### config.mk
export PLATFORM = sky130hd
export DESIGN_NAME = alu_seq
export DESIGN_NICKNAME = d
export VERILOG_FILES = /design/src/rtl/alu_seq.sv
export SDC_FILE = /design/constraint.sdc
export NUM_CORES = 1
export LEC_CHECK = 0
export ABC_AREA = 1
export CAP_MARGIN = 20
export CORE_ASPECT_RATIO = 2
export CORE_MARGIN = 2
export CORE_UTILIZATION = 50
export DETAILED_ROUTE_END_ITERATION = 10
export GPL_TIMING_DRIVEN = 1
export PLACE_DENSITY = 0.69
export RECOVER_POWER = 100
export SETUP_SLACK_MARGIN = 0.5
export SYNTH_ARGS = -nofsm -noshare
export SYNTH_HDL_FRONTEND = slang
export SYNTH_SLANG_ARGS = --single-unit
### constraint.sdc
create_clock -name i_clk -period 2.5 [get_ports i_clk]
set_input_delay 0.5 -clock i_clk [delete_from_list [all_inputs] [get_ports i_clk]]
set_output_delay 0.5 -clock i_clk [all_outputs]
set_load 0.01 [all_outputs]
### src/rtl/alu_seq.sv
// RV32I-style integer ALU with valid/ready on both sides; shifts run 1 bit per cycle.
// Define ALU_BARREL_SHIFT_EN to build a single-cycle barrel shifter instead (every op latency 1).
module alu_seq #(
    parameter  int XLEN = 32,
    localparam int SHW  = $clog2(XLEN)
) (
    input  logic            i_clk,
    input  logic            i_rst_n,
    input  logic            i_valid,
    output logic            o_ready,
    input  logic [2:0]      i_op,
    input  logic            i_alt,
    input  logic [XLEN-1:0] i_input_a,
    input  logic [XLEN-1:0] i_input_b,
    input  logic            i_flush,
    output logic            o_valid,
    input  logic            i_ready,
    output logic [XLEN-1:0] o_result,
    output logic            o_busy
);

    // Handshake: a request transfers on a rising edge where i_valid & o_ready & ~i_flush;
    // a result transfers on a rising edge where o_valid & i_ready. o_ready never looks at i_valid.
    typedef enum logic [1:0] {IDLE, SHIFT, DONE} state_t;

    state_t            state_q, state_d;
    logic [XLEN-1:0]   result_q, result_d;
    logic [XLEN-1:0]   alu_res;
    logic [SHW-1:0]    shamt;
    logic [3:0]        opc;
    logic              accept;
    logic              is_shift;

    assign opc      = {i_alt, i_op};
    assign shamt    = i_input_b[SHW-1:0];
    assign is_shift = (opc == 4'b0001) || (i_op == 3'b101);
    assign o_ready  = (state_q == IDLE) || ((state_q == DONE) && i_ready);
    assign accept   = i_valid && o_ready && !i_flush;
    assign o_valid  = (state_q == DONE);
    assign o_result = result_q;

    logic [XLEN-1:0] sll_r, srl_r, sra_r;
`ifdef ALU_BARREL_SHIFT_EN
    assign sll_r  = i_input_a << shamt;
    assign srl_r  = i_input_a >> shamt;
    assign sra_r  = XLEN'($signed(i_input_a) >>> shamt);
    assign o_busy = 1'b0;
`else
    // Single-cycle shift path only serves shamt==0; nonzero amounts go through SHIFT.
    assign sll_r  = i_input_a;
    assign srl_r  = i_input_a;
    assign sra_r  = i_input_a;
    assign o_busy = (state_q == SHIFT);

    logic [XLEN-1:0] sh_q, sh_d, sh_next;
    logic [SHW-1:0]  cnt_q, cnt_d;
    logic            left_q, left_d, arith_q, arith_d;
    logic            start_iter;

    assign start_iter = is_shift && (shamt != '0);
    assign sh_next    = left_q ? {sh_q[XLEN-2:0], 1'b0}
                               : {arith_q & sh_q[XLEN-1], sh_q[XLEN-1:1]};
`endif

    always_comb begin
        alu_res = '0;
        case (opc)
            4'b0000: alu_res = i_input_a + i_input_b;
            4'b1000: alu_res = i_input_a - i_input_b;
            4'b0001: alu_res = sll_r;
            4'b0010: alu_res = {{(XLEN-1){1'b0}}, $signed(i_input_a) < $signed(i_input_b)};
            4'b0011: alu_res = {{(XLEN-1){1'b0}}, i_input_a < i_input_b};
            4'b0100: alu_res = i_input_a ^ i_input_b;
            4'b0110: alu_res = i_input_a | i_input_b;
            4'b0111: alu_res = i_input_a & i_input_b;
            4'b0101: alu_res = srl_r;
            4'b1101: alu_res = sra_r;
            default: alu_res = '0;
        endcase
    end

    always_comb begin
        state_d  = state_q;
        result_d = result_q;
`ifndef ALU_BARREL_SHIFT_EN
        sh_d    = sh_q;
        cnt_d   = cnt_q;
        left_d  = left_q;
        arith_d = arith_q;
`endif
        if (i_flush) begin
            state_d = IDLE;
        end else begin
            case (state_q)
                IDLE, DONE: begin
                    if ((state_q == DONE) && i_ready) state_d = IDLE;
                    if (accept) begin
`ifndef ALU_BARREL_SHIFT_EN
                        if (start_iter) begin
                            sh_d    = i_input_a;
                            cnt_d   = shamt;
                            left_d  = (i_op == 3'b001);
                            arith_d = i_alt;
                            state_d = SHIFT;
                        end else
`endif
                        begin
                            result_d = alu_res;
                            state_d  = DONE;
                        end
                    end
                end
`ifndef ALU_BARREL_SHIFT_EN
                SHIFT: begin
                    sh_d  = sh_next;
                    cnt_d = cnt_q - SHW'(1);
                    if (cnt_q == SHW'(1)) begin
                        result_d = sh_next;
                        state_d  = DONE;
                    end
                end
`endif
                default: state_d = IDLE;
            endcase
        end
    end

    always_ff @(posedge i_clk or negedge i_rst_n) begin
        if (!i_rst_n) begin
            state_q  <= IDLE;
            result_q <= '0;
`ifndef ALU_BARREL_SHIFT_EN
            sh_q    <= '0;
            cnt_q   <= '0;
            left_q  <= 1'b0;
            arith_q <= 1'b0;
`endif
        end else begin
            state_q  <= state_d;
            result_q <= result_d;
`ifndef ALU_BARREL_SHIFT_EN
            sh_q    <= sh_d;
            cnt_q   <= cnt_d;
            left_q  <= left_d;
            arith_q <= arith_d;
`endif
        end
    end

endmodule

==> results of run 1 <==
layer usage:
metal,GRT overflow,global-route usage
met5,0,0.0461
met2,41,0.854
met4,28,0.671
met3,0,0.292
met1,0,0.513
cell families after synthesis:
group | count (synthesis)
mux | 1
flops | 73
fa+ha+maj | 107
simple gates | 907
xor+xnor | 4
compound gates | 312
buf+inv | 391
repair_timing:
| action | CTS |
|---|---|
| hold buffers | 0 |
| endpoints found under the setup margin | 75 |
| resized for setup | 741 |
| endpoints found under the hold margin | 0 |
| pin swaps | 143 |
| buffers inserted | 36 |
metrics by stage:
stage	TNS (ps)	cells	hold slack (ps)
2_1_floorplan	0	1795	204
3_3_place_gp	-22870	2415	463
3_5_place_dp	-25100	2415	467
4_1_cts	0	2467	257
==> results.yml, run 1 <==
outcome:
  run.stop_error: "[ERROR GRT-0116] Global routing finished with congestion. Check the congestion regions in the DRC Viewer."
  outcome: "aborted with a tool error"
  haltStage: "5_1_grt"
synthesis:
  synth_cells: 1795
  yosys.area_share.simple: 0.361
  synth_compound_area_frac: 0.175
  synth.top_cell.area_share: 0.209
  syn_nets: 1975
  syn_avg_cell_area_um2: 5.76
  synth_edf_count: 0
  ys_seq_elements: 73
  synth_ff_type: "dfrtp_1"
  synth_xor_area_frac: 0.00339
  syn-cell-area_um2: 10300
  ys_types: 47
  ys_seq_area_frac: 0.177
  ys_top_cells_by_area: "nand2_1 21%, dfrtp_1 18%, ha_1 13%"
  ys_top_cells_by_count: "575 x nand2_1, 297 x inv_1, 137 x nand3_1"
  ys_warn_count: 0
  synth.most_common_cell: "nand2_1"
  synth_top_family_by_area: "simple AND/OR/NAND/NOR gates"
  synthMuxAreaShare: 0.00109
  synth_async_sr_flop_share: 1.00
  synth_fa_ha_area_frac: 0.131
  yosys.area.top_type: "nand2_1"
floorplanning:
  initial_core_util: 0.507
  placementRows: 74
  num_io_pins: 108
  die_y_um: 207
  die_x_um: 106
global_routing:
  grt_pass1_wl_um: 95900
  grt_util_all_layers: 0.576
  grt_max_degree: 92
  grt_overflow_total: 69
  grt_pass1_vias: 16200
placed_design:
  placed_area_um2: 14000
  hpwl_um: 41500
  place.gp.congestion: 1.18
  port_buffers: 107
  dp_slack_ps: -758
clocking:
  cts.sink_count: 73
  clockRootBuffer: "clkbuf_16"
  cts-htree-levels: 3
  clockBufferDepth: 2
  cts_buffers: 9
==> run 2: changes to the inputs <==
--- a/config.mk
+++ b/config.mk
@@ -7,14 +7,12 @@
 export LEC_CHECK = 0
 export ABC_AREA = 1
 export CAP_MARGIN = 20
-export CORE_ASPECT_RATIO = 2
 export CORE_MARGIN = 2
-export CORE_UTILIZATION = 50
+export CORE_UTILIZATION = 35
 export DETAILED_ROUTE_END_ITERATION = 10
 export GPL_TIMING_DRIVEN = 1
-export PLACE_DENSITY = 0.69
+export PLACE_DENSITY_LB_ADDON = 0.15
 export RECOVER_POWER = 100
-export SETUP_SLACK_MARGIN = 0.5
 export SYNTH_ARGS = -nofsm -noshare
 export SYNTH_HDL_FRONTEND = slang
 export SYNTH_SLANG_ARGS = --single-unit
==> run 2 against run 1 <==
- the flow now finishes, with violations (max-capacitance violations, max-slew violations)
- synthesized area unchanged
- synthesized cell count is the same
==> results.yml, run 2 <==
floorplanning:
  initial_core_util: 0.358
  core_um2: 28900
  die_area_um2: 30900
  placementRows: 62
  die_y_um: 176
  num_io_pins: 108
  die_x_um: 176
setup_path:
  cp_max_fo: 5
  crit_required_ps: 2720
  crit_top_cell: "nand2_1"
  crit_chain: "clkdlybuf4s50_1 -> inv_1 -> nand2_1 -> nand2_1 -> clkbuf_1 -> inv_2 -> buf_4 -> a221oi_1 -> nand3_4 -> nand2_2 -> a21oi_2"
  cp.arrival_ps: 2660
  slowest_delay_ps: 510
  path_class: "in2reg"
  critPathSlowestCell: "a221oi_1"
  worstSetupStartpointType: "input pin"
  cp-end-kind: "flop"
synthesis:
  ys_types: 47
  synth_async_sr_flop_share: 1.00
  ys_top_cells_by_count: "575 x nand2_1, 297 x inv_1, 137 x nand3_1"
  syn_nets: 1975
  ys_seq_area_frac: 0.177
  ys_top_cells_by_area: "nand2_1 21%, dfrtp_1 18%, ha_1 13%"
  syn_avg_cell_area_um2: 5.76
  synth.most_common_cell: "nand2_1"
  ys_seq_elements: 73
  synth_edf_count: 0
  yosys.area.top_type: "nand2_1"
  syn-cell-area_um2: 10300
  synth_ff_type: "dfrtp_1"
  synth.top_cell.area_share: 0.209
  ys_warn_count: 0
  synth_cells: 1795
clocking:
  clk_latency_ps: 330
  cts_tree: "done"
  cts-htree-levels: 3
  clockBufferDepth: 2
  cts.sink_count: 73
  path_clk_slew_ps: 60
  clockRootBuffer: "clkbuf_16"
  cts_buffers: 9
  holdBufCountCts: 0
global_routing:
  grt_overflow_total: 0
  grt_pass1_wl_um: 69900
  grt_util_all_layers: 0.294
  grt_pass1_vias: 12700
  grt_max_degree: 76
  antenna_found_initial: 0
cells_and_area:
  syn_to_final_growth_pct: 50.6
  layout_common_cells: "522 x nand2_1, 326 x buf_4, 254 x inv_1, 113 x nand3_1, 106 x nor2_1"
  diodes: 0
  final_cells: 2576
  layout-drive-gt1-share: 0.281
  layout_commonest_cell: "nand2_1"
  fin_area_um2: 15600
  nNetsFinal: 2367
drt:
  vias_per_cell: 5.05
  antenna_left: 0
  wl_per_cell_um: 17.8
  drcViolationCount: 0
  wirelength_um: 45900
  firstDrtPassIters: 7
  initialDrtViolationCount: 944
  vias: 13000
placed_design:
  placed_area_um2: 14200
  dp_slack_ps: -753
  hpwl_um: 37700
  place.gp.congestion: 0.963
  placed_cells: 2549
  port_buffers: 107
timing:
  finalClockSkew_ps: 8.97
  timing.fmax_mhz: 409
  hold_viol: 0
  tightest_slew_ps: 1950
  fin_crit_sh: 0.978
  setup-violations-final: 0
  slew_headroom: -0.302
  fin_crit_ps: 2450
  finalMaxSlewViolations: 30
  finalWorstSetupSlack_ps: 54.7
  rsz0062_at_grt: "yes"
outcome:
  violations: "max-capacitance violations, max-slew violations"
  outcome: "finished, violations left"
pwr:
  finalPower_w: 0.00683
  p_leak_nw: 8.42
  peakVddDrop_mv: 0.350
  powerDensity_nw_per_um2: 439
min_path:
  hp-class: "reg2reg"
run:
  drv_cap: 1
## run 2: power breakdown
part	total (W)	leakage, nW	internal, W	switching [W]
Combinational	0.00355	7.36	0.00160	0.00194
Sequential	0.00180	0.902	0.00154	0.000256
Clock	0.00148	0.164	0.000976	0.000508
## run 2: final timing paths
check,from,end,slack (ps),cells past startpoint
min in group asynchronous,i_rst_n,cnt_q[3],710,1
worst min-delay path,o_result[1],o_result[1],470,2
worst min register to register,o_result[1],o_result[1],470,2
worst max-delay path,i_op[2],o_result[29],50,11
worst max register to register,state_q[0],o_result[16],560,9
max in group asynchronous,i_rst_n,o_result[24],660,1
## run 2: routing by layer
layer	vias up	global-route usage	share of wire
met5	-	0	0
met1	6002	0.353	0.41
met3	108	0.0303	0.044
met4	0	0.180	0.072
met2	421	0.505	0.47
li1	6472	-	-
## run 2: final cells by class
class,count,area (um2)
repair buffers,452,3830
clock buffers,11,233
multi-input cells,1331,7890
inverters,320,1200
flip-flops and latches,73,1830
clock inverters,5,104
well taps,384,480
fillers,3020,13300
## run 2: kinds of logic (layout without fill, tap and decap cells)
kind of cell               count (synthesis)  after routing  share of synthesized area
AOI/OAI and AO/OA                        312            312                      0.175
adders and majority gates                107            107                      0.131
xor gates and xnor gates                   4              4                    0.00339
buffers and inverters                    391            788                      0.151
muxes                                      1              1                    0.00109
and+or+nand+nor                          907            907                      0.361
DFF                                       73             73                      0.177
## run 2: worst max-delay path: cells and delay by family
family	cells	cell delay (ps)
simple gates	4	520
buf+inv	5	1070
compound gates	2	560
## run 2: timing repair
item / in CTS / in global routing
setup buffers: 6 / 5
endpoints found under the setup margin: 29 / 30
endpoints found under the hold margin: 0 / 0
resized for setup: 147 / 174
pin swaps: 16 / 34
## run 2: stage by stage
stage               setup TNS, ps  hold WS (ps)   util
finish                          0           472  0.539
global route                 -179           503  0.539
CTS                             0           136  0.522
detailed placement         -19280           469  0.491
global placement           -18640           467  0.491
floorplan                       0           204      -
Power figures use the tool's default switching activity.
==> run 3: changes to the inputs <==
--- a/config.mk
+++ b/config.mk
@@ -6,7 +6,7 @@
 export NUM_CORES = 1
 export LEC_CHECK = 0
 export ABC_AREA = 1
-export CAP_MARGIN = 20
+export CAP_MARGIN = 30
 export CORE_MARGIN = 2
 export CORE_UTILIZATION = 35
 export DETAILED_ROUTE_END_ITERATION = 10
==> results of run 3 <==
Final layout, timing and power as in run 2 (identical DEF).
